<file path="src/rtl/hazard_if.sv">
// Hazard-control bundle between the pipeline datapath and hazard_unit.
// master = pipeline side, slave = hazard_unit side.
interface hazard_if;
   logic       mem_read_id_ex;
   logic [4:0] rt_id_ex;
   logic [4:0] rs_if_id;
   logic [4:0] rt_if_id;
   logic       uses_rt_if_id;
   logic       branch_taken_ex;
   logic       mdu_start_ex;
   logic       pc_write;
   logic       if_id_write;
   logic       id_ex_write;
   logic       if_id_flush;
   logic       id_ex_bubble;
   logic       ex_mem_bubble;
   logic       busy;

   modport master (
      output mem_read_id_ex, rt_id_ex, rs_if_id, rt_if_id, uses_rt_if_id,
             branch_taken_ex, mdu_start_ex,
      input  pc_write, if_id_write, id_ex_write, if_id_flush, id_ex_bubble,
             ex_mem_bubble, busy
   );

   modport slave (
      input  mem_read_id_ex, rt_id_ex, rs_if_id, rt_if_id, uses_rt_if_id,
             branch_taken_ex, mdu_start_ex,
      output pc_write, if_id_write, id_ex_write, if_id_flush, id_ex_bubble,
             ex_mem_bubble, busy
   );
endinterface

</file>
<file path="src/rtl/hazard_unit.sv">
// Load-use / branch-flush / MDU-hold controller for the 5-stage pipeline.
// Optional HAZARD_STATS_EN adds saturating stall and flush counters.
module hazard_unit #(
   parameter int unsigned MDU_LATENCY = 4
) (
   input  logic        clk,
   input  logic        rst_n,
   hazard_if.slave     hz
`ifdef HAZARD_STATS_EN
   ,
   output logic [15:0] stall_cycles,
   output logic [15:0] flush_count
`endif
);

   localparam int unsigned CntW = $clog2(MDU_LATENCY);
   localparam logic [CntW-1:0] CntInit = CntW'(MDU_LATENCY - 2);

   typedef enum logic [0:0] {StRun, StMduWait} state_e;

   state_e          state_q, state_d;
   logic [CntW-1:0] cnt_q, cnt_d;
   logic            load_use;

   assign load_use = hz.mem_read_id_ex && (hz.rt_id_ex != 5'd0) &&
                     ((hz.rt_id_ex == hz.rs_if_id) ||
                      (hz.uses_rt_if_id && (hz.rt_id_ex == hz.rt_if_id)));

   always_ff @(posedge clk or negedge rst_n) begin
      if (!rst_n) begin
         state_q <= StRun;
         cnt_q   <= '0;
      end else begin
         state_q <= state_d;
         cnt_q   <= cnt_d;
      end
   end

   always_comb begin
      state_d          = state_q;
      cnt_d            = cnt_q;
      hz.pc_write      = 1'b1;
      hz.if_id_write   = 1'b1;
      hz.id_ex_write   = 1'b1;
      hz.if_id_flush   = 1'b0;
      hz.id_ex_bubble  = 1'b0;
      hz.ex_mem_bubble = 1'b0;
      hz.busy          = (state_q == StMduWait);

      // Branch and load-use share the same handling in RUN and in the release cycle.
      if ((state_q == StRun) && !hz.branch_taken_ex && hz.mdu_start_ex) begin
         hz.pc_write      = 1'b0;
         hz.if_id_write   = 1'b0;
         hz.id_ex_write   = 1'b0;
         hz.ex_mem_bubble = 1'b1;
         state_d          = StMduWait;
         cnt_d            = CntInit;
      end else if ((state_q == StMduWait) && (cnt_q != '0)) begin
         hz.pc_write      = 1'b0;
         hz.if_id_write   = 1'b0;
         hz.id_ex_write   = 1'b0;
         hz.ex_mem_bubble = 1'b1;
         cnt_d            = cnt_q - CntW'(1);
      end else begin
         state_d = StRun;
         if (hz.branch_taken_ex) begin
            hz.if_id_flush  = 1'b1;
            hz.id_ex_bubble = 1'b1;
         end else if (load_use) begin
            hz.pc_write     = 1'b0;
            hz.if_id_write  = 1'b0;
            hz.id_ex_bubble = 1'b1;
         end
      end
   end

`ifdef HAZARD_STATS_EN
   always_ff @(posedge clk or negedge rst_n) begin
      if (!rst_n) begin
         stall_cycles <= '0;
         flush_count  <= '0;
      end else begin
         if (!hz.pc_write && (stall_cycles != 16'hFFFF)) begin
            stall_cycles <= stall_cycles + 16'd1;
         end
         if (hz.if_id_flush && (flush_count != 16'hFFFF)) begin
            flush_count <= flush_count + 16'd1;
         end
      end
   end
`endif

endmodule
</file>
<file path="src/flat_wrapper.sv">
// flat-port wrapper written by rule: the top's interface ports become plain ports
module hazard_unit_flat 
#(
   parameter int unsigned MDU_LATENCY = 4
)
  (clk, rst_n, hz_mem_read_id_ex, hz_rt_id_ex, hz_rs_if_id, hz_rt_if_id, hz_uses_rt_if_id, hz_branch_taken_ex, hz_mdu_start_ex, hz_pc_write, hz_if_id_write, hz_id_ex_write, hz_if_id_flush, hz_id_ex_bubble, hz_ex_mem_bubble, hz_busy);
  hazard_if hz_i ();
  input  logic clk;
  input  logic rst_n;
  input wire logic [$bits(hz_i.mem_read_id_ex)-1:0] hz_mem_read_id_ex;
  input wire logic [$bits(hz_i.rt_id_ex)-1:0] hz_rt_id_ex;
  input wire logic [$bits(hz_i.rs_if_id)-1:0] hz_rs_if_id;
  input wire logic [$bits(hz_i.rt_if_id)-1:0] hz_rt_if_id;
  input wire logic [$bits(hz_i.uses_rt_if_id)-1:0] hz_uses_rt_if_id;
  input wire logic [$bits(hz_i.branch_taken_ex)-1:0] hz_branch_taken_ex;
  input wire logic [$bits(hz_i.mdu_start_ex)-1:0] hz_mdu_start_ex;
  output wire logic [$bits(hz_i.pc_write)-1:0] hz_pc_write;
  output wire logic [$bits(hz_i.if_id_write)-1:0] hz_if_id_write;
  output wire logic [$bits(hz_i.id_ex_write)-1:0] hz_id_ex_write;
  output wire logic [$bits(hz_i.if_id_flush)-1:0] hz_if_id_flush;
  output wire logic [$bits(hz_i.id_ex_bubble)-1:0] hz_id_ex_bubble;
  output wire logic [$bits(hz_i.ex_mem_bubble)-1:0] hz_ex_mem_bubble;
  output wire logic [$bits(hz_i.busy)-1:0] hz_busy;
  assign hz_i.mem_read_id_ex = hz_mem_read_id_ex;
  assign hz_i.rt_id_ex = hz_rt_id_ex;
  assign hz_i.rs_if_id = hz_rs_if_id;
  assign hz_i.rt_if_id = hz_rt_if_id;
  assign hz_i.uses_rt_if_id = hz_uses_rt_if_id;
  assign hz_i.branch_taken_ex = hz_branch_taken_ex;
  assign hz_i.mdu_start_ex = hz_mdu_start_ex;
  assign hz_pc_write = hz_i.pc_write;
  assign hz_if_id_write = hz_i.if_id_write;
  assign hz_id_ex_write = hz_i.id_ex_write;
  assign hz_if_id_flush = hz_i.if_id_flush;
  assign hz_id_ex_bubble = hz_i.id_ex_bubble;
  assign hz_ex_mem_bubble = hz_i.ex_mem_bubble;
  assign hz_busy = hz_i.busy;
  hazard_unit #(.MDU_LATENCY(MDU_LATENCY)) u_core (.clk(clk), .rst_n(rst_n), .hz(hz_i));
endmodule
</file>
<file path="config.mk">
export PLATFORM = sky130hd
export DESIGN_NAME = hazard_unit_flat
export DESIGN_NICKNAME = d
export VERILOG_FILES = /design/src/rtl/hazard_if.sv /design/src/rtl/hazard_unit.sv /design/src/flat_wrapper.sv
export SDC_FILE = /design/constraint.sdc
export NUM_CORES = 1
export LEC_CHECK = 0
export CAP_MARGIN = 20
export CORE_AREA = 2 2 39 41
export DETAILED_ROUTE_END_ITERATION = 10
export DIE_AREA = 0 0 41 43
export GPL_ROUTABILITY_DRIVEN = 0
export HOLD_SLACK_MARGIN = 0.03
export SLEW_MARGIN = 30
export SYNTH_ARGS = -nofsm -noshare
export SYNTH_HDL_FRONTEND = slang
export SYNTH_SLANG_ARGS = --single-unit
</file>
<file path="constraint.sdc">
create_clock -name clk -period 2.05 [get_ports clk]
set_input_delay 0.3075 -clock clk [delete_from_list [all_inputs] [get_ports clk]]
set_output_delay 0.3075 -clock clk [all_outputs]
set_load 0.02 [all_outputs]
</file>
==> insert_results.sql, run 1 <==
INSERT INTO impl_metrics (metric_group, metric, value, unit) VALUES
('synth', 'post_synthesis_average_cell_area', '8.41', 'um^2'),
('synth', 'postSynthRegisterBits', '3', ''),
('clock_tree', 'sinks_on_clock_net', '3', ''),
('final_layout', 'design_area', '703', 'um^2'),
('setup_path', 'crit_path_start_kind', 'flip-flop', ''),
('timing', 'timing.slew.headroom', '83.6', '%'),
('clock_tree', 'cts_made_buffers', '3', ''),
('route', 'drt_pre_antenna_iters', '2', ''),
('clock_tree', 'clkSlewWorstSetupHoldPaths', '0.04', 'ns'),
('final_layout', 'drive_above_1_share', '28.2', '%'),
('synth', 'instance_count_of_the_mapped_netlist', '39', ''),
('clock_tree', 'post_cts.repair.setup_buffers', '0', ''),
('timing', 'final-setup-viol-count', '0', ''),
('power_and_ir_drop', 'peakVddDrop', '0.000364', 'V'),
('power_and_ir_drop', 'leakage_power', '0.316', 'nW'),
('synth', 'commonest_register_cell_after_synthesis', 'sky130_fd_sc_hd__dfrtp_1', ''),
('route', 'detail_route.wl_per_cell', '9.05', 'um'),
('final_layout', 'register_area', '75.1', 'um^2'),
('route', 'antenna_violation_net_count_after_detailed_routing', '0', ''),
('final_layout', 'flow.area_growth_from_synthesis', '115', '%'),
('grt', 'gr-max-usage-layer', 'met2', ''),
('route', 'wl', '851', 'um'),
('grt', 'vias_in_the_first_global_route', '402', ''),
('timing', 'finalCritPeriodShare', '94.0', '%'),
('clock_tree', 'insertion_delay_to_the_later_sink_of_the_worst_skew_pair', '0.24', 'ns'),
('power_and_ir_drop', 'power.density_cell_area', '1000', 'nW/um^2'),
('setup_path', 'path_class', 'reg -> out', ''),
('final_layout', 'nNetsFinal', '101', ''),
('synth', 'synth_top_area_share', '26.7', '%'),
('grt', 'global_route.usage.met1', '11.2', '%'),
('route', 'route.detailed.vias_per_inst', '4.28', ''),
('floorplan', 'dieArea', '1760', 'um^2'),
('timing', 'timing.final.crit_period', '1.93', 'ns'),
('floorplan', 'die-width', '41', 'um'),
('final_layout', 'multi_input_comb_area', '248', 'um^2'),
('floorplan', 'dieHeight', '43', 'um'),
('floorplan', 'initial_standard_cell_utilization_of_the_core', '23.7', '%'),
('min_path', 'hold_class', 'in -> async', ''),
('synth', 'synth.net_count', '61', ''),
('synth', 'async_flop_share', '100', '%'),
('route', 'remaining_drc_errors', '0', ''),
('grt', 'groute.usage.overall', '11.4', '%'),
('clock_tree', 'clock_tree_from_tritoncts', 'yes', ''),
('final_layout', 'layout_utilization', '50.8', '%'),
('clock_tree', 'ctsRootBufferMaster', 'sky130_fd_sc_hd__clkbuf_4', ''),
('setup_path', 'timing.critical_path.required', '1.74', 'ns'),
('floorplan', 'core.rowCount', '14', ''),
('synth', 'synth_edf_count', '0', ''),
('timing', 'timing.final.max_slew_violations', '0', ''),
('route', 'vias', '402', ''),
('outcome', 'run_status', 'finished, final reports clean', ''),
('grt', 'antenna_violations_before_repair', '0', ''),
('timing', 'fmax', '0.519', 'GHz'),
('timing', 'report.final.hold_viol_count', '0', ''),
('grt', 'grt-ovfl-total', '0', ''),
('grt', 'gr-usage-met3', '6.28', '%'),
('synth', 'yosys_warnings', '0', ''),
('grt', 'globalRouteMet2Util', '20.0', '%'),
('timing', 'unrepaired_setup_endpoints_after_global_routing', 'false', ''),
('floorplan', 'floorplan.core_area', '1380', 'um^2'),
('placed_design', 'place.detailed.instances', '90', ''),
('grt', 'grt_first_pass_wirelength', '1370', 'um'),
('setup_path', 'path_max_fanout', '4', ''),
('floorplan', 'num_io_pins', '28', ''),
('setup_path', 'rr_worst_depth', '6', ''),
('synth', 'synth.largest_area_cell', 'sky130_fd_sc_hd__xnor2_1', ''),
('clock_tree', 'cts_hold_repair.buffers', '0', ''),
('placed_design', 'dpl_cell_area', '678', 'um^2'),
('grt', 'grt_start_max_net_pins', '7', ''),
('final_layout', 'fillers', '133', ''),
('route', 'initialDrtViolationCount', '2', '');
==> critical path, stage by stage, from the launching register on <==
cell and delay, ns:
sky130_fd_sc_hd__dfrtp_1 0.35, sky130_fd_sc_hd__inv_1 0.05, sky130_fd_sc_hd__ha_1 0.20, sky130_fd_sc_hd__nand2b_2 0.22, sky130_fd_sc_hd__o21ai_4 0.09, sky130_fd_sc_hd__buf_4 0.14
sky130_fd_sc_hd__inv_2 0.02, sky130_fd_sc_hd__dlygate4sd2_1 0.31
==> routing by layer <==
layer | wire length, um | vias up
met3 | 107 | 0
met4 | 0 | 0
li1 | - | 208
met1 | 314 | 168
met5 | 0 | -
met2 | 429 | 26
==> cells in the final DEF, fill, tap and decap left out, types with 2 or more instances in the layout <==
| cell | Yosys | layout |
|---|---|---|
| sky130_fd_sc_hd__nor2_1 | 4 | 4 |
| sky130_fd_sc_hd__xnor2_1 | 10 | 10 |
| sky130_fd_sc_hd__clkbuf_4 | 0 | 3 |
| sky130_fd_sc_hd__clkdlybuf4s50_1 | 0 | 17 |
| sky130_fd_sc_hd__nand2_1 | 2 | 2 |
| sky130_fd_sc_hd__dlygate4sd2_1 | 0 | 6 |
| sky130_fd_sc_hd__buf_4 | 1 | 11 |
| sky130_fd_sc_hd__dfrtp_1 | 3 | 3 |
| sky130_fd_sc_hd__inv_1 | 2 | 2 |
==> area by class of cell <==
| type | count | area share (%) |
|---|---|---|
| clock buffers | 4 | 3.74 |
| inverters | 3 | 1.60 |
| multi-input cells | 32 | 35.2 |
| flip-flops and latches | 3 | 10.7 |
| well taps | 16 | 2.85 |
| repair buffers | 36 | 45.9 |
==> cells by family (layout without fill, tap and decap cells) <==
logic type | Yosys count | count (layout) | share of synthesized area [%]
AOI/OAI and AO/OA | 8 | 8 | 18.7
xor gates and xnor gates | 10 | 10 | 26.7
adders and majority gates | 1 | 1 | 3.82
buffers and inverters | 4 | 43 | 5.73
DFF | 3 | 3 | 22.9
muxes | 1 | 1 | 3.05
and+or+nand+nor | 12 | 12 | 19.1
==> report_power, final <==
| part | internal, mW | switching, mW |
|---|---|---|
| sequential | 0.0908 | 0.0345 |
| combinational | 0.239 | 0.234 |
| clock | 0.0730 | 0.0321 |
| total | 0.403 | 0.301 |
==> synth_stat cells (2+ instances only) <==
| cell type | n |
|---|---|
| sky130_fd_sc_hd__a21oi_1 | 2 |
| sky130_fd_sc_hd__dfrtp_1 | 3 |
| sky130_fd_sc_hd__inv_1 | 2 |
| sky130_fd_sc_hd__nand2_1 | 2 |
| sky130_fd_sc_hd__nor2_1 | 4 |
| sky130_fd_sc_hd__xnor2_1 | 10 |
==> path summary, 6_finish.rpt <==
check / from / endpoint / slack [ns]
setup / recovery: u_core.cnt_q[0] / hz_id_ex_write / 0.12
hold / removal: rst_n / u_core.cnt_q[0] / 0.25
setup reg to reg: u_core.cnt_q[0] / u_core.cnt_q[0] / 0.82
hold reg to reg: u_core.cnt_q[0] / u_core.cnt_q[0] / 0.47
max in group asynchronous: rst_n / u_core.hz.busy / 1.66
min in group clk: u_core.cnt_q[0] / u_core.cnt_q[0] / 0.47
==> state kept, by name (all words and copies together), names as in the netlist <==
name / flops
u_core.hz.busy: 1
u_core.cnt_q: 2
==> per-stage QoR <==
stage / hold WS (ns) / setup TNS (ns) / setup slack [ns]
after floorplan: 0.0119 / 0 / 0.0930
after global placement: 0.476 / -1.59 / -0.517
after detailed placement: 0.473 / -1.62 / -0.539
after CTS: 0.246 / 0 / 0.0130
after global routing: 0.247 / 0 / 0.0181
final: 0.249 / 0 / 0.124
==> repair_timing <==
item,CTS,global route
pin swaps,3,0
gates resized for setup,19,5
gates cloned,0,0
endpoints found under the setup margin,6,2
Note: power is estimated with default switching activity, not from simulation.
==> run 2, diff against run 1 <==
==> constraint.sdc (replaced) <==
create_clock -name clk -period 1.8 [get_ports clk]
set_input_delay 0.27 -clock clk [delete_from_list [all_inputs] [get_ports clk]]
set_output_delay 0.27 -clock clk [all_outputs]
set_load 0.02 [all_outputs]
==> insert_results.sql, run 2 (same netlist as run 1, synthesis figures left out) <==
INSERT INTO impl_metrics (metric_group, metric, value, unit) VALUES
('clock_tree', 'clkSlewWorstSetupHoldPaths', '0.04', 'ns'),
('route', 'detail_route.wl_per_cell', '10.8', 'um'),
('final_layout', 'layout_utilization', '57.5', '%'),
('timing', 'finalCritPeriodShare', '96.9', '%'),
('timing', 'fin_skew', '0.00608', 'ns'),
('setup_path', 'cpMaxStageDelayCell', 'sky130_fd_sc_hd__or4_4', ''),
('setup_path', 'critPathMaxStageDelay', '0.49', 'ns'),
('final_layout', 'fillers', '134', ''),
('setup_path', 'r2r_slack', '0.65', 'ns'),
('floorplan', 'floorplan.core_area', '1380', 'um^2'),
('timing', 'fmax', '0.573', 'GHz'),
('power_and_ir_drop', 'power.density_cell_area', '1210', 'nW/um^2'),
('placed_design', 'io_buffers', '27', ''),
('final_layout', 'largest_register_ffs', '2', ''),
('flow_run', 'timing.max_cap.violations', '0', ''),
('route', 'antenna_violation_net_count_after_detailed_routing', '0', ''),
('setup_path', 'timing.critical_path.required', '1.53', 'ns'),
('grt', 'grt_start_max_net_pins', '5', ''),
('clock_tree', 'insertion_delay_to_the_later_sink_of_the_worst_skew_pair', '0.24', 'ns'),
('clock_tree', 'cts_made_buffers', '3', ''),
('floorplan', 'dieHeight', '43', 'um'),
('placed_design', 'place.detailed.hpwl', '906', 'um'),
('setup_path', 'path_max_fanout', '2', ''),
('route', 'remaining_drc_errors', '0', ''),
('route', 'vias', '424', ''),
('grt', 'grt_first_pass_wirelength', '1610', 'um'),
('final_layout', 'design_area', '796', 'um^2'),
('placed_design', 'dpl_cell_area', '719', 'um^2'),
('route', 'route.detailed.vias_per_inst', '4.24', ''),
('setup_path', 'path_delay_family', 'simple AND/OR/NAND/NOR gates', ''),
('route', 'wl', '1080', 'um'),
('setup_path', 'rr_endpoint', 'u_core.cnt_q[0]', ''),
('final_layout', 'nNetsFinal', '107', ''),
('final_layout', 'register_area', '75.1', 'um^2'),
('power_and_ir_drop', 'total_power_consumption_of_the_routed_design', '0.961', 'mW'),
('setup_path', 'critical_path.endpoint_type', 'output port', ''),
('grt', 'grt-ovfl-total', '0', ''),
('grt', 'groute.usage.overall', '13.5', '%'),
('timing', 'timing.final.max_slew_violations', '0', ''),
('outcome', 'run_status', 'finished, final reports clean', ''),
('power_and_ir_drop', 'leakage_power', '0.373', 'nW'),
('clock_tree', 'ctsHtreeMaxLevel', '1', ''),
('timing', 'worst_pin_slew', '0.243', 'ns'),
('clock_tree', 'cts_buffer_depth', '2', ''),
('timing', 'setup_slack', '0.0551', 'ns'),
('setup_path', 'crit_path_start_kind', 'primary input', ''),
('power_and_ir_drop', 'peakVddDrop', '0.000454', 'V'),
('final_layout', 'registers.top_by_ff_count', 'u_core.cnt_q', ''),
('clock_tree', 'sinks_on_clock_net', '3', ''),
('setup_path', 'path_class', 'in -> out', ''),
('setup_path', 'worst-endpoint-arrival', '1.47', 'ns'),
('setup_path', 'cp.buffers_inverters', '2', ''),
('setup_path', 'timing.rr.start', 'u_core.cnt_q[0]', ''),
('final_layout', 'multi_input_comb_area', '280', 'um^2'),
('final_layout', 'final_common_cell', 'sky130_fd_sc_hd__buf_4', ''),
('timing', 'report.final.hold_viol_count', '0', ''),
('clock_tree', 'ctsRootBufferMaster', 'sky130_fd_sc_hd__clkbuf_4', ''),
('placed_design', 'preCtsSetupSlack', '-0.702', 'ns'),
('route', 'drt_pre_antenna_iters', '2', ''),
('route', 'initialDrtViolationCount', '2', ''),
('timing', 'timing.final.crit_period', '1.74', 'ns'),
('final_layout', 'flow.area_growth_from_synthesis', '143', '%'),
('final_layout', 'commonest_non_fill_non_tap_cells_in_the_layout', 'sky130_fd_sc_hd__buf_4, sky130_fd_sc_hd__clkdlybuf4s50_1, sky130_fd_sc_hd__xnor2_1', ''),
('final_layout', 'diodes_inserted', '0', ''),
('clock_tree', 'clock_tree_from_tritoncts', 'yes', ''),
('floorplan', 'core.rowCount', '14', ''),
('grt', 'antenna_violations_before_repair', '0', ''),
('final_layout', 'drive_above_1_share', '41.7', '%'),
('grt', 'vias_in_the_first_global_route', '446', ''),
('floorplan', 'dieArea', '1760', 'um^2'),
('floorplan', 'initial_standard_cell_utilization_of_the_core', '23.7', '%'),
('timing', 'timing.slew.headroom', '83.8', '%'),
('clock_tree', 'cts_hold_repair.buffers', '0', ''),
('setup_path', 'cp_cell_sequence', 'clkdlybuf4s15_1 > or4_4 > o21ai_4 > nor2_2 > a21oi_4 > buf_6', ''),
('setup_path', 'rr_worst_depth', '6', ''),
('min_path', 'hold_class', 'in -> async', ''),
('floorplan', 'num_io_pins', '28', ''),
('floorplan', 'die-width', '41', 'um'),
('timing', 'final-setup-viol-count', '0', '');
run 2: cell count changes in the layout (fill, tap and decap cells not counted), sizes merged:
cell / delta
dlygate4sd2: -5
clkdlybuf4s50: -4
buf: +9
dlymetal6s2s: +2
clkdlybuf4s15: +4
run 2: worst register-to-register path, delay by kind of cell, from the launching register on:
kind / cells / cell delay, ns
multiplexers: 1 / 0.12
flip-flops: 1 / 0.38
AND/OR/NAND/NOR: 1 / 0.14
adder cells (fa/ha/maj): 1 / 0.17
buffers and inverters: 2 / 0.20
AO/OA/AOI/OAI: 1 / 0.08
run 2: how the worst max path moves through the flow:
stage,cells past startpoint,endpoint,from,slack [ns]
after floorplan,5,hz_pc_write,hz_rt_id_ex[1],0.07
after global placement,6,hz_if_id_write,hz_rt_id_ex[1],-0.67
after detailed placement,6,hz_if_id_write,hz_rt_id_ex[2],-0.70
after CTS,7,hz_if_id_write,hz_rs_if_id[1],0.006
after global routing,5,hz_if_id_flush,u_core.cnt_q[0],-0.005
final,6,hz_if_id_write,hz_rt_id_ex[1],0.06
run 2: where the power goes:
group	internal, mW	switching (mW)
registers	0.103	0.0372
logic	0.382	0.316
clock network	0.0834	0.0387
total	0.569	0.392
run 2: per-layer routing:
metal / vias up / wire length (um) / global-route usage [%]
li1: 222 / - / -
met1: 181 / 391 / 13.9
met2: 21 / 619 / 23.4
met3: 0 / 66 / 0.524
met4: 0 / 0 / 10.0
met5: - / 0 / 0
run 2: repair_timing:
action	in CTS	in global routing
resized for setup	38	14
buffers inserted	0	1
endpoints found under the setup margin	6	6
pin swaps	4	12
run 2: area by class of cell:
class	count	area share, %
Multi-Input combinational cell	32	35.2
Inverter	3	1.42
Clock buffer	4	3.30
Tap cell	16	2.52
Sequential cell	3	9.43
Timing Repair Buffer	42	48.1
run 2: stage by stage:
stage          instances  hold WS, ns  setup TNS [ns]
2_1_floorplan         39      -0.0256               0
3_3_place_gp          95        0.461           -2.49
3_5_place_dp          95        0.474           -2.55
4_1_cts               99        0.217               0
5_1_grt              100        0.225        -0.00514
6_report             100        0.218               0
